File: src/rtl/button_pkg.sv
// Shared constants, debounce state encoding and counter-sizing helpers
// for the button_conditioner block.
package button_pkg;

    // Defaults assume a 100 MHz clk: 10 ms debounce, 500 ms repeat delay, 100 ms repeat rate.
    localparam int DEFAULT_DEBOUNCE_CYCLES     = 1_000_000;
    localparam int DEFAULT_REPEAT_DELAY_CYCLES = 50_000_000;
    localparam int DEFAULT_REPEAT_RATE_CYCLES  = 10_000_000;

    typedef enum logic [1:0] {
        IDLE_LOW,
        COUNT_UP,
        HELD_HIGH,
        COUNT_DOWN
    } deb_state_t;

    function automatic int cnt_width(input int n);
        return $clog2(n + 1);
    endfunction

    function automatic int max3(input int a, input int b, input int c);
        int m;
        m = (a > b) ? a : b;
        return (m > c) ? m : c;
    endfunction

endpackage

File: src/rtl/btn_channel.sv
// One button channel: 2-flop synchroniser, counter debounce, press/release strobes.
// Auto-repeat strobe only when BTN_AUTO_REPEAT_EN is defined, otherwise repeat_o is 0.
//
// state      | meaning
// IDLE_LOW   | level 0, input agrees (dcnt == 0)
// COUNT_UP   | level 0, input high, counting toward acceptance
// HELD_HIGH  | level 1, input agrees (dcnt == 0)
// COUNT_DOWN | level 1, input low, counting toward acceptance
module btn_channel
    import button_pkg::*;
#(
    parameter int DEBOUNCE_CYCLES     = DEFAULT_DEBOUNCE_CYCLES,
    parameter int ACTIVE_HIGH         = 1,
    parameter int REPEAT_DELAY_CYCLES = DEFAULT_REPEAT_DELAY_CYCLES,
    parameter int REPEAT_RATE_CYCLES  = DEFAULT_REPEAT_RATE_CYCLES
) (
    input  logic clk_i,
    input  logic rst_ni,
    input  logic btn_i,
    output logic level_o,
    output logic press_o,
    output logic release_o,
    output logic repeat_o
);

    localparam int CW = cnt_width(max3(DEBOUNCE_CYCLES, REPEAT_DELAY_CYCLES, REPEAT_RATE_CYCLES));
    localparam logic [CW-1:0] DEB_LAST = CW'(DEBOUNCE_CYCLES - 1);

    logic          raw;
    logic          sync1_q, s_q;
    logic          level_q, level_d;
    logic [CW-1:0] dcnt_q, dcnt_d;
    logic          press_q, press_d;
    logic          release_q, release_d;
    deb_state_t    state;

    assign raw = (ACTIVE_HIGH != 0) ? btn_i : ~btn_i;

    always_ff @(posedge clk_i or negedge rst_ni) begin
        if (!rst_ni) begin
            sync1_q <= 1'b0;
            s_q     <= 1'b0;
        end else begin
            sync1_q <= raw;
            s_q     <= sync1_q;
        end
    end

    // State is not stored separately; it is recovered from the level and the counter.
    always_comb begin
        if (level_q) state = (dcnt_q != '0) ? COUNT_DOWN : HELD_HIGH;
        else         state = (dcnt_q != '0) ? COUNT_UP   : IDLE_LOW;
    end

    always_comb begin
        level_d   = level_q;
        dcnt_d    = '0;
        press_d   = 1'b0;
        release_d = 1'b0;
        case (state)
            IDLE_LOW, COUNT_UP: begin
                if (s_q) begin
                    if (dcnt_q == DEB_LAST) begin
                        level_d = 1'b1;
                        press_d = 1'b1;
                    end else begin
                        dcnt_d = dcnt_q + CW'(1);
                    end
                end
            end
            HELD_HIGH, COUNT_DOWN: begin
                if (!s_q) begin
                    if (dcnt_q == DEB_LAST) begin
                        level_d   = 1'b0;
                        release_d = 1'b1;
                    end else begin
                        dcnt_d = dcnt_q + CW'(1);
                    end
                end
            end
            default: ;
        endcase
    end

    always_ff @(posedge clk_i or negedge rst_ni) begin
        if (!rst_ni) begin
            level_q   <= 1'b0;
            dcnt_q    <= '0;
            press_q   <= 1'b0;
            release_q <= 1'b0;
        end else begin
            level_q   <= level_d;
            dcnt_q    <= dcnt_d;
            press_q   <= press_d;
            release_q <= release_d;
        end
    end

    assign level_o   = level_q;
    assign press_o   = press_q;
    assign release_o = release_q;

`ifdef BTN_AUTO_REPEAT_EN
    localparam logic [CW-1:0] RD_LAST = CW'(REPEAT_DELAY_CYCLES - 1);
    localparam logic [CW-1:0] RR_LAST = CW'(REPEAT_RATE_CYCLES - 1);

    logic [CW-1:0] rcnt_q, rcnt_d;
    logic          rfirst_q, rfirst_d;
    logic          repeat_q, repeat_d;

    // rcnt is 0 in the press cycle; requiring level_d keeps a repeat off the release cycle.
    always_comb begin
        rcnt_d   = '0;
        rfirst_d = 1'b1;
        repeat_d = 1'b0;
        if (level_q && level_d) begin
            rfirst_d = rfirst_q;
            if (rcnt_q == (rfirst_q ? RD_LAST : RR_LAST)) begin
                repeat_d = 1'b1;
                rfirst_d = 1'b0;
            end else begin
                rcnt_d = rcnt_q + CW'(1);
            end
        end
    end

    always_ff @(posedge clk_i or negedge rst_ni) begin
        if (!rst_ni) begin
            rcnt_q   <= '0;
            rfirst_q <= 1'b1;
            repeat_q <= 1'b0;
        end else begin
            rcnt_q   <= rcnt_d;
            rfirst_q <= rfirst_d;
            repeat_q <= repeat_d;
        end
    end

    assign repeat_o = repeat_q;
`else
    assign repeat_o = 1'b0;
`endif

endmodule

File: src/rtl/button_conditioner.sv
// Multi-channel button conditioner: CHANNELS independent btn_channel instances.
// Auto-repeat strobes are built only when BTN_AUTO_REPEAT_EN is defined.
module button_conditioner
    import button_pkg::*;
#(
    parameter int CHANNELS            = 5,
    parameter int DEBOUNCE_CYCLES     = DEFAULT_DEBOUNCE_CYCLES,
    parameter int ACTIVE_HIGH         = 1,
    parameter int REPEAT_DELAY_CYCLES = DEFAULT_REPEAT_DELAY_CYCLES,
    parameter int REPEAT_RATE_CYCLES  = DEFAULT_REPEAT_RATE_CYCLES
) (
    input  logic                clk,
    input  logic                rst,
    input  logic [CHANNELS-1:0] btn_in,
    output logic [CHANNELS-1:0] btn_level,
    output logic [CHANNELS-1:0] btn_press,
    output logic [CHANNELS-1:0] btn_release,
    output logic [CHANNELS-1:0] btn_repeat
);

    for (genvar ch = 0; ch < CHANNELS; ch++) begin : g_ch
        btn_channel #(
            .DEBOUNCE_CYCLES    (DEBOUNCE_CYCLES),
            .ACTIVE_HIGH        (ACTIVE_HIGH),
            .REPEAT_DELAY_CYCLES(REPEAT_DELAY_CYCLES),
            .REPEAT_RATE_CYCLES (REPEAT_RATE_CYCLES)
        ) u_channel (
            .clk_i    (clk),
            .rst_ni   (rst),
            .btn_i    (btn_in[ch]),
            .level_o  (btn_level[ch]),
            .press_o  (btn_press[ch]),
            .release_o(btn_release[ch]),
            .repeat_o (btn_repeat[ch])
        );
    end

endmodule

File: config.mk
export PLATFORM = sky130hd
export DESIGN_NAME = button_conditioner
export DESIGN_NICKNAME = d
export VERILOG_FILES = /design/src/rtl/button_pkg.sv /design/src/rtl/btn_channel.sv /design/src/rtl/button_conditioner.sv
export SDC_FILE = /design/constraint.sdc
export NUM_CORES = 1
export LEC_CHECK = 0
export CAP_MARGIN = 20
export CORE_UTILIZATION = 30
export CTS_BUF_LIST = sky130_fd_sc_hd__clkbuf_16
export DETAILED_ROUTE_END_ITERATION = 10
export PLACE_DENSITY_LB_ADDON = 0.05
export SYNTH_ARGS = -nofsm -noshare
export SYNTH_HDL_FRONTEND = slang
export SYNTH_SLANG_ARGS = --single-unit
export TNS_END_PERCENT = 50
File: constraint.sdc
create_clock -name clk -period 2.55 [get_ports clk]
set_clock_uncertainty 0.1 [all_clocks]
set_input_delay 0.3825 -clock clk [delete_from_list [all_inputs] [get_ports clk]]
set_output_delay 0.3825 -clock clk [all_outputs]
set_load 0.02 [all_outputs]
==> run_results.csv <==
group,metric,value,unit
cts,clk_latency,0.41,ns
sta,finalSetupViolations,0,
sta,slew_viol_final,0,
logic_synthesis,synth_flop_cell,"dfrtp_1",
routing,post_drt_wl_per_cell,14.96,µm
power,power,5.225,mW
floorplan,die-width,163.1,µm
min_path,worstHoldPathType,"reg -> reg",
sta,fin_tns_setup,0,ns
logic_synthesis,ys_warn_count,0,
logic_synthesis,synth_edf_count,0,
global_routing,antenna_found_initial,0,
logic_synthesis,syn_avg_cell_area,9.822,µm²
run,drv_cap,0,
critical_path,endpoint_kind,"flip-flop",
critical_path,start_kind,"flip-flop",
cts,cts_buffers,17,
cts,cts_root_buf,"clkbuf_16",
floorplan,dieArea,26610,µm²
floorplan,initial_core_util,0.3075,
layout,final_common_cell,"dfrtp_1",
routing,vias,5840,
critical_path,worstPathMaxFanout,7,
floorplan,ios,27,
global_routing,gr-usage-all-layers,0.1372,
power,peakVddDrop,0.4231,mV
layout,final_cell_mix,"dfrtp_1 (155), nor2_1 (67), a21oi_1 (60)",
routing,routed_wl,17110,µm
logic_synthesis,seq_area_frac_synth,0.4980,
routing,drc_errors,0,
sta,max_freq,0.4306,GHz
run_status,status,"completed",
cts,htreeDepth,4,
global_routing,grt_pass1_wl,29440,µm
logic_synthesis,syn_inst,793,
cts,post_cts_buffers,0,
logic_synthesis,ys_ff_latch,155,
floorplan,die_h,163.1,µm
power,p_leak,3.439,nW
routing,avgViaCountPerCell,5.105,
layout,drive_gt1_frac,0.08477,
sta,hold_violations,0,
layout,area_growth,14.17,%
sta,slew_headroom,0.6236,
cts,clkTransAtPathRegs,0.06,ns
placed_design,routabilityCongestion,0.7795,
logic_synthesis,syn_area,7789,µm²
routing,drt_first_pass_iters,4,
critical_path,cp.required,2.79,ns
routing,dr.first_iter.drc_count,293,
placed_design,hpwlAfterDp,11660,µm
logic_synthesis,ys_async_sr_fraction,1.000,
global_routing,grt_max_degree,55,
routing,antenna_left,0,
global_routing,grt_pass1_vias,5904,
sta,tightestPinTransition,0.5646,ns
sta,layout_min_cycle_time,2.322,ns
global_routing,grt_remaining_overflow,0,
floorplan,core_area,25330,µm²
cts,cts.sinks,155,
layout,fin_nets,820,
layout,diodes,0,
sta,rsz0062_at_grt,"false",
sta,min_period_over_period,0.9107,
placed_design,portBuffers,21,
cts,tritoncts,"built",
critical_path,cp.arrival,2.57,ns
critical_path,critPathKind,"reg -> reg",
power,p_per_area,587.6,nW/µm²
floorplan,placementRows,58,
cts,cts_buffer_depth,2,
logic_synthesis,ys_types,41,
-- layer usage --
metal	GRT usage	wire [µm]	vias to the layer above
met5	0	0	-
met4	0.03696	122	0
met3	0.02996	403	8
met2	0.2224	8115	62
met1	0.1839	8469	2885
li1	-	-	2885
-- stage by stage --
stage          instances  hold WS, ns  setup WS, ns  instance area (µm²)    util
4_1_cts             1144       0.2522        0.1910                 8892  0.3511
3_5_place_dp        1113       0.2358        0.1970                 8302  0.3278
2_1_floorplan        797     -0.01309        0.4652                 7804       -
5_1_grt             1144       0.2636       0.04496                 8892  0.3511
6_report            1144       0.2475        0.2278                 8892  0.3511
3_3_place_gp        1113       0.2340        0.2822                 8302  0.3278
-- power by group --
part | internal, mW | total (mW) | switching (mW)
Combinational | 0.0526 | 0.172 | 0.119
Sequential | 2.49 | 2.52 | 0.0314
Clock | 1.52 | 2.53 | 1.01
-- area by class of cell --
cell class | count | area [µm²]
clock buffers | 17 | 425.4
clock inverters | 13 | 155.1
inverters | 23 | 86.33
repair buffers | 39 | 374.1
flip-flops and latches | 155 | 3879
well taps | 330 | 412.9
fillers | 2560 | 16430
multi-input cells | 567 | 3560
-- synth_stat cells, types with 6 or more instances --
| cell type | number | area (µm²) |
|---|---|---|
| nand2_1 | 39 | 146.4 |
| or4_1 | 35 | 262.8 |
| and4_1 | 15 | 131.4 |
| xnor2_1 | 28 | 245.2 |
| or3_1 | 38 | 237.7 |
| a21oi_1 | 60 | 300.3 |
| nor3_1 | 13 | 65.06 |
| xor2_1 | 37 | 324.1 |
| inv_1 | 23 | 86.33 |
| and3_1 | 13 | 81.33 |
| nor2_1 | 67 | 251.5 |
| buf_4 | 20 | 150.1 |
| buf_2 | 14 | 70.07 |
| o21ai_0 | 33 | 165.2 |
| ha_1 | 10 | 125.1 |
| nor4b_1 | 6 | 52.55 |
| and2_1 | 7 | 43.79 |
| nand3_1 | 42 | 210.2 |
| nand4_1 | 41 | 256.5 |
| o31ai_1 | 25 | 187.7 |
| nor4_1 | 16 | 100.1 |
| dfrtp_1 | 155 | 3879 |
| nor3b_1 | 10 | 75.07 |
| clkbuf_1 | 16 | 60.06 |
-- kinds of logic after synthesis --
group | Yosys count | share of synthesized area
buffers and inverters | 75 | 0.04835
xor gates and xnor gates | 65 | 0.07309
adders and majority gates | 10 | 0.01606
DFF | 155 | 0.4980
and+or+nand+nor | 357 | 0.2636
other | 1 | 0.0004815
AOI/OAI and AO/OA | 125 | 0.09269
muxes | 5 | 0.007710
-- path summary, 6_finish.rpt --
check                                                      start                                     end  slack, ns  depth (start not counted)
min in group asynchronous                                    rst  g_ch[4].u_channel.dcnt_q[13]$_DFF_PN0_       0.41                          2
max                        g_ch[0].u_channel.dcnt_q[0]$_DFF_PN0_  g_ch[0].u_channel.dcnt_q[16]$_DFF_PN0_       0.23                          6
max reg2reg                g_ch[0].u_channel.dcnt_q[0]$_DFF_PN0_  g_ch[0].u_channel.dcnt_q[16]$_DFF_PN0_       0.23                          6
min reg2reg                  g_ch[0].u_channel.sync1_q$_DFF_PN0_         g_ch[0].u_channel.s_q$_DFF_PN0_       0.25                          0
min                          g_ch[0].u_channel.sync1_q$_DFF_PN0_         g_ch[0].u_channel.s_q$_DFF_PN0_       0.25                          0
max in group asynchronous                                    rst   g_ch[2].u_channel.dcnt_q[1]$_DFF_PN0_       1.23                          3
-- state kept, by name, summed over array words and instances (netlist names) --
signal and cells:
g_ch.u_channel.sync1_q 5, g_ch.u_channel.level_o 5, g_ch.u_channel.dcnt_q 130, g_ch.u_channel.release_o 5
g_ch.u_channel.s_q 5, g_ch.u_channel.press_o 5
-- timing repair --
| item | 4_1_cts | 5_1_grt |
|---|---|---|
| endpoints found under the hold margin | 51 | 0 |
| gates resized for setup | 0 | 0 |
| hold buffers | 1 | 0 |
-- worst max-delay path, cell delays in order, from the launching register on --
cell,delay (ns)
dfrtp_1,0.41
ha_1,0.23
nand3_2,0.17
or4_1,0.65
buf_4,0.20
or3_1,0.35
a21oi_1,0.14
No activity file was read; power rests on OpenSTA's default activity.
